## src/rtl/uart_lite_pkg.sv

```systemverilog
// AXI UART Lite register map, AXI encodings and
// state sets shared by the echo initiator.
package uart_lite_pkg;

  localparam logic [7:0] RX_FIFO = 8'h0;
  localparam logic [7:0] TX_FIFO = 8'h4;
  localparam logic [7:0] STAT    = 8'h8;
  localparam logic [7:0] CTRL    = 8'hC;

  localparam int RX_VALID = 0;
  localparam int TX_FULL  = 3;

  localparam logic [31:0] FIFO_RST = 32'h3;

  localparam logic [1:0] OKAY   = 2'b00;
  localparam logic [1:0] SLVERR = 2'b10;

  typedef enum logic [3:0] {
    IDLE,
    INIT_W,
    INIT_B,
    POLL_WAIT,
    STAT_AR,
    STAT_R,
    RX_AR,
    RX_R,
    TXS_AR,
    TXS_R,
    TX_W,
    TX_B,
    ERR
  } echo_state_t;

  typedef enum logic [2:0] {
    P_IDLE,
    P_W,
    P_B,
    P_AR,
    P_R
  } port_state_t;

endpackage

```

## src/rtl/axi_lite_master_port.sv

```systemverilog
// Single-transaction AXI4-Lite initiator port;
// owns all valid/ready sequencing.
module axi_lite_master_port
  import uart_lite_pkg::*;
#(
  parameter int ADDR_W = 4
) (
  input  logic              clk,
  input  logic              rst,
  input  logic              start,
  input  logic              wr,
  input  logic [ADDR_W-1:0] addr,
  input  logic [31:0]       wdata,
  output logic              done,
  output logic [1:0]        resp,
  output logic [31:0]       rdata,
  output logic [ADDR_W-1:0] m_awaddr,
  output logic              m_awvalid,
  input  logic              m_awready,
  output logic [31:0]       m_wdata,
  output logic [3:0]        m_wstrb,
  output logic              m_wvalid,
  input  logic              m_wready,
  input  logic [1:0]        m_bresp,
  input  logic              m_bvalid,
  output logic              m_bready,
  output logic [ADDR_W-1:0] m_araddr,
  output logic              m_arvalid,
  input  logic              m_arready,
  input  logic [31:0]       m_rdata,
  input  logic [1:0]        m_rresp,
  input  logic              m_rvalid,
  output logic              m_rready
);

  port_state_t       ps, ps_nx;
  logic              aw_ok, w_ok;
  logic              aw_hs, w_hs;
  logic [ADDR_W-1:0] addr_q;
  logic [31:0]       wdata_q;

  assign aw_hs = m_awvalid & m_awready;
  assign w_hs  = m_wvalid & m_wready;

  always_ff @(posedge clk) begin
    if (rst) ps <= P_IDLE;
    else     ps <= ps_nx;
  end

  always_ff @(posedge clk) begin
    if (rst) begin
      aw_ok   <= 1'b0;
      w_ok    <= 1'b0;
      addr_q  <= '0;
      wdata_q <= '0;
    end else if (ps == P_IDLE && start) begin
      aw_ok   <= 1'b0;
      w_ok    <= 1'b0;
      addr_q  <= addr;
      wdata_q <= wdata;
    end else begin
      aw_ok <= aw_ok | aw_hs;
      w_ok  <= w_ok | w_hs;
    end
  end

  always_comb begin
    ps_nx = ps;
    unique case (ps)
      P_IDLE: if (start) ps_nx = wr ? P_W : P_AR;
      P_W: begin
        if ((aw_ok | aw_hs) && (w_ok | w_hs))
          ps_nx = P_B;
      end
      P_B:  if (m_bvalid) ps_nx = P_IDLE;
      P_AR: if (m_arready) ps_nx = P_R;
      P_R:  if (m_rvalid) ps_nx = P_IDLE;
      default: ps_nx = P_IDLE;
    endcase
  end

  // Each write channel drops on its own once its handshake is seen.
  always_comb begin
    m_awvalid = (ps == P_W) && !aw_ok;
    m_wvalid  = (ps == P_W) && !w_ok;
    m_bready  = (ps == P_B);
    m_arvalid = (ps == P_AR);
    m_rready  = (ps == P_R);
    done = ((ps == P_B) && m_bvalid)
        || ((ps == P_R) && m_rvalid);
    resp = (ps == P_B) ? m_bresp : m_rresp;
  end

  assign m_awaddr = addr_q;
  assign m_araddr = addr_q;
  assign m_wdata  = wdata_q;
  assign m_wstrb  = 4'b0001;
  assign rdata    = m_rdata;

endmodule

```

## src/rtl/axi_uart_echo_master.sv

```systemverilog
// Hardware echo: polls the UART Lite status and
// writes every received byte back to the TX FIFO.
module axi_uart_echo_master
  import uart_lite_pkg::*;
#(
  parameter int ADDR_W   = 4,
  parameter int POLL_GAP = 16,
  parameter int CNT_W    = 16
) (
  input  logic              clk,
  input  logic              rst,
  input  logic              enable,
  output logic [ADDR_W-1:0] m_awaddr,
  output logic              m_awvalid,
  input  logic              m_awready,
  output logic [31:0]       m_wdata,
  output logic [3:0]        m_wstrb,
  output logic              m_wvalid,
  input  logic              m_wready,
  input  logic [1:0]        m_bresp,
  input  logic              m_bvalid,
  output logic              m_bready,
  output logic [ADDR_W-1:0] m_araddr,
  output logic              m_arvalid,
  input  logic              m_arready,
  input  logic [31:0]       m_rdata,
  input  logic [1:0]        m_rresp,
  input  logic              m_rvalid,
  output logic              m_rready,
  output logic [CNT_W-1:0]  echo_count,
  output logic [7:0]        last_byte,
  output logic              busy,
  output logic              err
);

  localparam int GAP_W = $clog2(POLL_GAP + 2);

  echo_state_t       st, st_nx;
  logic [GAP_W-1:0]  gap_cnt;
  logic [7:0]        byte_q;
  logic              start, wr, done, bad;
  logic [ADDR_W-1:0] addr;
  logic [31:0]       wdata, rdata;
  logic [1:0]        resp;
  logic              unused_rdata;

  assign bad = done && (resp != OKAY);
  assign unused_rdata = ^rdata[31:8];

  axi_lite_master_port #(.ADDR_W(ADDR_W)) u_port (
    .clk       (clk),
    .rst       (rst),
    .start     (start),
    .wr        (wr),
    .addr      (addr),
    .wdata     (wdata),
    .done      (done),
    .resp      (resp),
    .rdata     (rdata),
    .m_awaddr  (m_awaddr),
    .m_awvalid (m_awvalid),
    .m_awready (m_awready),
    .m_wdata   (m_wdata),
    .m_wstrb   (m_wstrb),
    .m_wvalid  (m_wvalid),
    .m_wready  (m_wready),
    .m_bresp   (m_bresp),
    .m_bvalid  (m_bvalid),
    .m_bready  (m_bready),
    .m_araddr  (m_araddr),
    .m_arvalid (m_arvalid),
    .m_arready (m_arready),
    .m_rdata   (m_rdata),
    .m_rresp   (m_rresp),
    .m_rvalid  (m_rvalid),
    .m_rready  (m_rready)
  );

  always_ff @(posedge clk) begin
    if (rst) st <= IDLE;
    else     st <= st_nx;
  end

  always_comb begin
    st_nx = st;
    unique case (st)
      IDLE:   if (enable) st_nx = INIT_W;
      INIT_W: st_nx = INIT_B;
      INIT_B: if (done) st_nx = bad ? ERR : POLL_WAIT;
      POLL_WAIT: begin
        if (!enable)
          st_nx = IDLE;
        else if (gap_cnt == GAP_W'(POLL_GAP))
          st_nx = STAT_AR;
      end
      STAT_AR: st_nx = STAT_R;
      STAT_R: begin
        if (done)
          st_nx = bad ? ERR
                : rdata[RX_VALID] ? RX_AR : POLL_WAIT;
      end
      RX_AR: st_nx = RX_R;
      RX_R:  if (done) st_nx = bad ? ERR : TXS_AR;
      TXS_AR: st_nx = TXS_R;
      TXS_R: begin
        if (done)
          st_nx = bad ? ERR
                : rdata[TX_FULL] ? TXS_AR : TX_W;
      end
      TX_W: st_nx = TX_B;
      TX_B: if (done) st_nx = bad ? ERR : POLL_WAIT;
      ERR:  st_nx = ERR;
      default: st_nx = IDLE;
    endcase
  end

  always_comb begin
    start = 1'b0;
    wr    = 1'b0;
    addr  = '0;
    wdata = '0;
    unique case (st)
      INIT_W: begin
        start = 1'b1;
        wr    = 1'b1;
        addr  = ADDR_W'(CTRL);
        wdata = FIFO_RST;
      end
      STAT_AR, TXS_AR: begin
        start = 1'b1;
        addr  = ADDR_W'(STAT);
      end
      RX_AR: begin
        start = 1'b1;
        addr  = ADDR_W'(RX_FIFO);
      end
      TX_W: begin
        start = 1'b1;
        wr    = 1'b1;
        addr  = ADDR_W'(TX_FIFO);
        wdata = {24'b0, byte_q};
      end
      default: begin
      end
    endcase
    busy = (st != IDLE) && (st != ERR);
  end

  always_ff @(posedge clk) begin
    if (rst) begin
      gap_cnt    <= '0;
      byte_q     <= '0;
      echo_count <= '0;
      last_byte  <= '0;
      err        <= 1'b0;
    end else begin
      gap_cnt <= (st == POLL_WAIT) ? gap_cnt + 1'b1 : '0;
      if (st == RX_R && done && !bad)
        byte_q <= rdata[7:0];
      if (st == TX_B && done && !bad) begin
        echo_count <= echo_count + 1'b1;
        last_byte  <= byte_q;
      end
      if (bad)
        err <= 1'b1;
    end
  end

endmodule

```

## config.mk

```make
export PLATFORM = sky130hd
export DESIGN_NAME = axi_uart_echo_master
export DESIGN_NICKNAME = d
export VERILOG_FILES = /design/src/rtl/uart_lite_pkg.sv /design/src/rtl/axi_lite_master_port.sv /design/src/rtl/axi_uart_echo_master.sv
export SDC_FILE = /design/constraint.sdc
export NUM_CORES = 1
export LEC_CHECK = 0
export CAP_MARGIN = 10
export CELL_PAD_IN_SITES_DETAIL_PLACEMENT = 0
export CELL_PAD_IN_SITES_GLOBAL_PLACEMENT = 1
export CORE_MARGIN = 2
export CORE_UTILIZATION = 30
export CTS_CLUSTER_SIZE = 28
export DETAILED_ROUTE_END_ITERATION = 6
export GPL_ROUTABILITY_DRIVEN = 0
export PLACE_DENSITY_LB_ADDON = 0.1
export SYNTH_ARGS = -nofsm -noshare
export SYNTH_HDL_FRONTEND = slang
export SYNTH_HIERARCHICAL = 1
export SYNTH_SLANG_ARGS = --single-unit
```

## constraint.sdc

```tcl
create_clock -name clk -period 3.45 [get_ports clk]
set_input_delay 0.69 -clock clk [delete_from_list [all_inputs] [get_ports clk]]
set_output_delay 0.69 -clock clk [all_outputs]
set_load 0.005 [all_outputs]
```

==> flow_summary_export.csv, run 1 <==
group,metric,value,unit
outcome,outcome,"completed",
floorplan,core_area,13100,um^2
place,dpl_worst_slack,126,ps
job,cap_violations,0,
clocking,clock-sinks,83,
worst_setup_path,rr_endpoint,"echo_count[9]",
clocking,htree_levels,3,
synth,yosys_warnings,6,
worst_setup_path,reg2reg_slack,250,ps
grt,antenna_found_initial,0,
worst_setup_path,crit_required,3720,ps
clocking,clock-root-buffer,"clkbuf_16",
clocking,cts_tree,"built",
worst_hold_path,hold_depth,2,
worst_setup_path,cp.arrival,3470,ps
clocking,cts_resized,0,
synth,synthCells,488,
cells_and_area,drive_gt1_frac,0.148,
route,ant_nets,0,
timing,maxSlewHeadroom,0.454,
route,routed_via_density,4.50,
clocking,clkTransAtPathRegs,60,ps
worst_hold_path,hold_path_class,"reg2reg",
timing,setup_viol,0,
clocking,cts_buffers,9,
timing,tns,0,ps
grt,grt.total_usage,0.140,
timing,worst_slew_pin_slew,819,ps
synth,synth_area,4010,um^2
floorplan,dieHeight,120,um
floorplan,chipWidth,120,um
synth,avgSynthCellArea,8.21,um^2
worst_setup_path,worstSetupPathType,"reg2reg",
floorplan,start_util,0.305,
clocking,holdBufCountCts,0,
place,port_buffers,90,
grt,grt_max_degree,43,
floorplan,rows,42,
route,dr.first_iter.drc_count,159,
power,leakagePower,1.95,nW
clocking,clock_path_buffers,2,
route,wirelength,9680,um
cells_and_area,diodes,0,
timing,finalHoldViolations,0,
timing,rsz0062_at_grt,"false",
power,p_per_area,634,nW/um^2
worst_setup_path,cp-start-kind,"flip-flop",
grt,grt_pass1_wl,16000,um
power,vdd_drop_max,0.000234,V
worst_setup_path,worstPathMaxFanout,8,
worst_hold_path,hold_end,"u_port/m_wdata[12]",
timing,report.final.slew_viol_count,0,
cells_and_area,final_cell_mix,"clkdlybuf4s50_1 (89), dfxtp_1 (83), nand2_1 (71), a21oi_1 (46), nor2_1 (42)",
worst_setup_path,startpoint,"u_port/ps[1]",
worst_setup_path,r2r-start,"u_port/ps[1]",
clocking,clk_latency,340,ps
timing,period_minus_slack,3200,ps
timing,fmax,313,MHz
floorplan,pin_count,119,
route,wl_per_cell,12.7,um
route,firstDrtPassIters,4,
grt,grt_pass1_vias,3176,
worst_setup_path,reg2reg_depth,8,
worst_setup_path,crit_path_end_kind,"flip-flop",
worst_hold_path,hold_start,"u_port/m_wdata[12]",
cells_and_area,nets,630,
cells_and_area,final_common_cell,"clkdlybuf4s50_1",
cells_and_area,syn2layout_area_growth,34.4,%
timing,finalCritPeriodShare,0.927,
route,route.detailed.drc,0,
place,hpwlAfterDp,6750,um
grt,grt_overflow,0,
clocking,post_cts_buffers,0,
route,via_count,3435,
timing,finalWorstSetupSlack,250,ps
timing,fin_skew,5.06,ps
floorplan,die_area,14300,um^2
critical path: stages (launching register included):
cell and delay, ps:
dfxtp_1 470, nor2b_1 200, and2_1 240, mux2_1 430
or4b_1 560, or4_1 550, buf_4 190, or3_1 340
a21oi_1 130
per-layer routing:
layer | part of all wire | track usage
met2 | 0.44 | 0.209
met1 | 0.50 | 0.195
met4 | 0.016 | 0.0618
met3 | 0.040 | 0.0295
met5 | 0 | 0
final cells by class:
type                    instances  area, um^2
fillers                      1359        7750
multi-input cells             373        2130
flip-flops and latches         83        1660
repair buffers                108        1030
clock buffers                  13         250
well taps                     176         220
clock inverters                 2        60.1
inverters                       8        30.0
how the worst max path moves through the flow:
stage | to | slack, ps | cells after the start
after CTS | echo_count[9] | 240 | 8
after floorplan | echo_count[9] | 440 | 9
after global placement | echo_count[9] | 130 | 7
after detailed placement | echo_count[9] | 130 | 7
after global routing | echo_count[9] | 80 | 8
final | echo_count[9] | 250 | 8
per-stage QoR:
stage	instances	area [um^2]	power (mW)	utilization	hold slack (ps)
5_1_grt	763	5390	3.65	0.410	474
6_report	763	5390	3.42	0.410	454
2_1_floorplan	515	4110	2.00	-	430
4_1_cts	763	5390	3.47	0.410	458
3_5_place_dp	748	5080	2.43	0.386	448
3_3_place_gp	748	5080	2.42	0.386	442
flip-flops by register name, indices dropped and copies added, names as in the netlist:
register,count
err,1
u_port/m_araddr,4
u_port/m_wdata,32
gap_cnt,5
echo_count,16
u_port/aw_ok,1
st,4
last_byte,8
byte_q,8
u_port/ps,3
u_port/w_ok,1
where the power goes:
part	switching (mW)	leakage (nW)	internal (mW)	total [mW]
clock	0.373	0.150	0.651	1.02
combinational	0.674	1.13	0.545	1.22
sequential	0.0876	0.672	1.09	1.17
total	1.13	1.95	2.28	3.42
(Power assumes the default switching activity.)
==> run 2, diff against run 1 <==
==> constraint.sdc (replaced) <==
create_clock -name clk -period 3.45 [get_ports clk]
set_input_delay 0.69 -clock clk [delete_from_list [all_inputs] [get_ports clk]]
set_output_delay 0.69 -clock clk [all_outputs]
set_load 0.1 [all_outputs]
==> flow_summary_export.csv, run 2 (synthesis gave the netlist of run 1 again) <==
group,metric,value,unit
outcome,outcome,"completed",
clocking,cts_resized,0,
route,wl_per_cell,13.0,um
worst_setup_path,worstPathMaxFanout,8,
worst_setup_path,max_stage_delay,730,ps
route,via_count,3454,
worst_setup_path,cp.arrival,3370,ps
cells_and_area,drive_gt1_frac,0.209,
grt,met3_usage,0.0304,
clocking,holdBufCountCts,0,
cells_and_area,final_common_cell,"dfxtp_1",
grt,met1_usage,0.203,
floorplan,die_area,14300,um^2
floorplan,dieHeight,120,um
timing,finalWorstSetupSlack,357,ps
grt,grt_busiest_layer,"met2",
timing,fin_skew,5.22,ps
route,ant_nets,0,
grt,grt.total_usage,0.146,
floorplan,core_area,13100,um^2
worst_setup_path,startpoint,"u_port/ps[2]",
place,dpl_worst_slack,153,ps
clocking,clk_latency,340,ps
worst_setup_path,crit_buf_inv,0,
route,wirelength,9940,um
power,leakagePower,2.03,nW
power,p_per_area,827,nW/um^2
cells_and_area,fillers,1367,
worst_hold_path,hold_end,"last_byte[1]",
grt,grt_max_degree,39,
timing,tns,0,ps
cells_and_area,syn2layout_area_growth,33.1,%
clocking,htree_levels,3,
clocking,clock-root-buffer,"clkbuf_16",
place,hpwlAfterDp,6930,um
cells_and_area,fin_cells,764,
timing,maxSlewHeadroom,0.321,
cells_and_area,final_cell_mix,"dfxtp_1 (83), nand2_1 (71), clkdlybuf4s50_1 (58), buf_4 (49), a21oi_1 (46)",
cells_and_area,diodes,0,
route,routed_via_density,4.52,
worst_hold_path,hold_path_class,"reg2reg",
grt,grtUsageMet2,0.217,
place,port_buffers,90,
clocking,cts_tree,"built",
worst_setup_path,crit_chain,"nor2b_1, and2_1, mux2_1, or4b_1, or4_1, or3_1, a21oi_1",
floorplan,chipWidth,120,um
timing,period_minus_slack,3090,ps
clocking,clock_path_buffers,2,
cells_and_area,nets,630,
worst_setup_path,crit_path_end_kind,"flip-flop",
floorplan,start_util,0.305,
grt,grt_pass1_vias,3245,
route,firstDrtPassIters,4,
power,power,4.41,mW
place,dp_cells,748,
worst_hold_path,hold_depth,2,
timing,worst_slew_pin_slew,1020,ps
worst_setup_path,reg2reg_depth,7,
timing,report.final.slew_viol_count,0,
worst_setup_path,crit_required,3730,ps
route,dr.first_iter.drc_count,142,
worst_setup_path,cp_top_family,"simple AND/OR/NAND/NOR gates",
timing,setup_viol,0,
grt,grt_pass1_wl,16700,um
timing,fmax,323,MHz
clocking,cts_buffers,9,
cells_and_area,final_util,0.406,
floorplan,pin_count,119,
power,vdd_drop_max,0.000441,V
worst_setup_path,rr_endpoint,"echo_count[9]",
job,cap_violations,0,
worst_setup_path,r2r-start,"u_port/ps[2]",
worst_hold_path,hold_start,"last_byte[1]",
worst_setup_path,cp-start-kind,"flip-flop",
cells_and_area,largest_register_ffs,32,
worst_setup_path,slowest_stage,"or4_1",
worst_setup_path,worstSetupPathType,"reg2reg",
grt,grt_overflow,0,
grt,antenna_found_initial,0,
worst_setup_path,cp.depth,7,
timing,finalHoldViolations,0,
clocking,post_cts_buffers,0,
clocking,clock-sinks,83,
worst_setup_path,reg2reg_slack,360,ps
timing,finalCritPeriodShare,0.896,
timing,rsz0062_at_grt,"false",
floorplan,rows,42,
route,route.detailed.drc,0,
clocking,clkTransAtPathRegs,60,ps
==> run 2: metal layers <==
metal | vias up | share of wire
met5 | - | 0
met4 | 0 | 0.016
met3 | 12 | 0.033
met2 | 73 | 0.44
met1 | 1581 | 0.51
li1 | 1788 | -
==> run 2: final cells by class <==
class,count,area (um^2),share of cell area
Multi-Input combinational cell,373,2140,0.402
Sequential cell,83,1660,0.312
Timing Repair Buffer,108,953,0.179
Clock buffer,13,280,0.0525
Tap cell,176,220,0.0413
Clock inverter,3,43.8,0.00821
Inverter,8,30.0,0.00563
==> run 2: worst max-delay path by stage <==
stage | endpoint
floorplan | busy
global placement | echo_count[9]
detailed placement | echo_count[9]
CTS | echo_count[9]
global route | echo_count[9]
finish | echo_count[9]
==> run 2: worst min-delay path: cells and delay by family, from the launching register on <==
kind               cells  cell delay (ps)
and+or+nand+nor        1               50
AOI/OAI and AO/OA      1               50
DFF                    1              310
==> run 2: where the power goes <==
group / internal (mW) / switching (mW)
combinational: 0.548 / 1.67
clock: 0.640 / 0.391
sequential: 1.09 / 0.0774
==> run 2: through the flow <==
stage	hold slack, ps	area (um^2)
after floorplan	430	4120
after global placement	444	5010
after detailed placement	446	5010
after CTS	455	5330
after global routing	472	5330
final	453	5330
==> run 3, diff against run 2 <==
--- a/config.mk
+++ b/config.mk
@@ -16,5 +16,4 @@
 export PLACE_DENSITY_LB_ADDON = 0.1
 export SYNTH_ARGS = -nofsm -noshare
 export SYNTH_HDL_FRONTEND = slang
-export SYNTH_HIERARCHICAL = 1
 export SYNTH_SLANG_ARGS = --single-unit
==> flow_summary_export.csv, run 3 <==
group,metric,value,unit
cells_and_area,largest_register_ffs,16,
cells_and_area,diodes,0,
synth,synth_area,3010,um^2
cells_and_area,fillers,1028,
synth,synth_top_cell_area_share,0.379,
power,seqPwrFrac,0.308,
timing,maxSlewHeadroom,0.343,
timing,rsz0062_at_grt,"false",
synth,ys_seq_area_frac,0.379,
worst_setup_path,crit_required,3710,ps
route,ant_nets,0,
grt,grt.total_usage,0.144,
power,p_switching,1.15,mW
power,leakagePower,1.37,nW
timing,tns,0,ps
power,switching_share,0.470,
timing,finalCritPeriodShare,0.801,
clocking,cts_resized,0,
clocking,holdBufCountCts,0,
power,clkPwrFrac,0.226,
synth,ys_types,55,
synth,synth-xor-area-share,0.0175,
synth,synthCells,369,
cells_and_area,final_cell_mix,"dfxtp_1 (57), clkdlybuf4s50_1 (42), nand2_1 (38), a21oi_1 (34), nor2_1 (33)",
synth,synth_flop_cell,"dfxtp_1",
job,cap_violations,0,
timing,fmax,362,MHz
clocking,clock_path_buffers,2,
cells_and_area,top_register,"echo_count",
worst_setup_path,cp.arrival,3020,ps
clocking,cts_tree,"built",
floorplan,die_area,10800,um^2
synth,synth.area.mux_share,0.0466,
timing,report.final.slew_viol_count,0,
floorplan,core_area,9770,um^2
synth,synth_edf_count,0,
route,wirelength,7710,um
outcome,outcome,"completed",
synth,yosysMostFrequentCell,"dfxtp_1",
grt,grt_pass1_wl,12600,um
clocking,clock-sinks,57,
place,dp_cells,549,
clocking,clock-root-buffer,"clkbuf_8",
synth,synth_top_family_by_area,"simple AND/OR/NAND/NOR gates",
cells_and_area,fin_cells,563,
worst_setup_path,reg2reg_slack,870,ps
synth,yosys-top-cells-area,"dfxtp_1 (38%), buf_4 (8.5%), a21oi_1 (5.7%)",
timing,worst_slew_pin_slew,983,ps
place,hpwlAfterDp,5250,um
cells_and_area,final_common_cell,"dfxtp_1",
grt,grt_max_degree,45,
clocking,clk_latency,330,ps
timing,finalHoldViolations,0,
place,port_buffers,62,
power,intPower,1.30,mW
synth,ys_async_sr_fraction,0,
floorplan,chipWidth,104,um
power,p_per_area,653,nW/um^2
floorplan,rows,36,
synth,yosys_warnings,0,
power,vdd_drop_max,0.000281,V
timing,setup_viol,0,
worst_setup_path,crit_path_end_kind,"flip-flop",
route,dr.first_iter.drc_count,138,
route,routed_via_density,4.72,
floorplan,pin_count,119,
route,firstDrtPassIters,4,
cells_and_area,final_util,0.385,
grt,grt_overflow,0,
grt,antenna_found_initial,0,
clocking,post_cts_buffers,0,
route,via_count,2658,
clocking,clkTransAtPathRegs,70,ps
power,power.share.combinational,0.466,
synth,synth-simple-area-share,0.245,
worst_setup_path,cp-start-kind,"input port",
route,route.detailed.drc,0,
floorplan,start_util,0.308,
synth,ys_ff_latch,57,
route,wl_per_cell,13.7,um
floorplan,dieHeight,104,um
synth,avgSynthCellArea,8.15,um^2
clocking,htree_levels,3,
cells_and_area,nets,474,
worst_setup_path,worstPathMaxFanout,36,
cells_and_area,drive_gt1_frac,0.121,
clocking,cts_buffers,9,
timing,whs,463,ps
synth,synth_common_cells,"dfxtp_1 (57), nand2_1 (38), a21oi_1 (34), buf_4 (34), nor2_1 (33)",
cells_and_area,syn2layout_area_growth,24.9,%
synth,synth_compound_area_frac,0.170,
grt,grt_pass1_vias,2475,
synth,netlist.top_cell.by_area,"dfxtp_1",
worst_hold_path,hold_path_class,"reg2reg",
worst_setup_path,worstSetupPathType,"in2reg",
timing,fin_skew,8.43,ps
timing,period_minus_slack,2760,ps
synth,yosys.area_share.adder,0.0125,
## run 3: area by class of cell
class                      count  area [um^2]  share of cell area
multi-input combinational    279         1610               0.427
clock inverter                 3         17.5             0.00466
inverter                       8         30.0             0.00799
tap                          133          166              0.0443
clock buffer                  11          151              0.0403
sequential                    57         1140               0.304
timing repair buffer          72          646               0.172
## run 3: cell families (layout without fill, tap and decap cells)
| kind of cell | after synthesis | in the layout |
|---|---|---|
| compound gates | 83 | 83 |
| xor+xnor | 6 | 6 |
| fa+ha+maj | 3 | 3 |
| buf+inv | 63 | 94 |
| flops | 57 | 57 |
| mux | 14 | 14 |
| other cells | 2 | 32 |
| simple gates | 141 | 141 |
## run 3: final timing paths
path,startpoint,end,cells after the start
worst min-delay path,last_byte[7],last_byte[7],2
worst max register to register,u_port.ps[1],echo_count[13],7
worst min register to register,last_byte[7],last_byte[7],2
worst max-delay path,m_rvalid,echo_count[13],7
## run 3: per-layer routing
layer | track usage | up-vias | share of wire | routed length [um]
met5 | 0 | - | 0 | 0
met4 | 0.0299 | 0 | 0.0032 | 25
met3 | 0.0501 | 2 | 0.053 | 406
met2 | 0.224 | 77 | 0.44 | 3420
met1 | 0.194 | 1222 | 0.50 | 3870
li1 | - | 1357 | - | -
## run 3: per-stage QoR
| stage | setup slack, ps | cell area [um^2] | total power [mW] |
|---|---|---|---|
| CTS | 701 | 3760 | 2.49 |
| finish | 688 | 3760 | 2.45 |
| global placement | 381 | 3590 | 1.92 |
| global route | 555 | 3760 | 2.59 |
| floorplan | 147 | 3120 | 1.72 |
| detailed placement | 347 | 3590 | 1.92 |
## run 3: worst max-delay path, cell delays in order
cell and delay [ps]:
clkdlybuf4s50_1 480, nand3b_1 100, a21o_1 280, or4_1 530, buf_4 260, or4_1 530, a21oi_1 150
## run 3: power groups by stage
stage	sequential [mW]	combinational [mW]	clock [mW]
floorplan	0.819	0.904	0
global placement	0.768	1.15	0
detailed placement	0.771	1.14	0
CTS	0.756	1.15	0.583
global route	0.764	1.21	0.609
finish	0.756	1.14	0.554
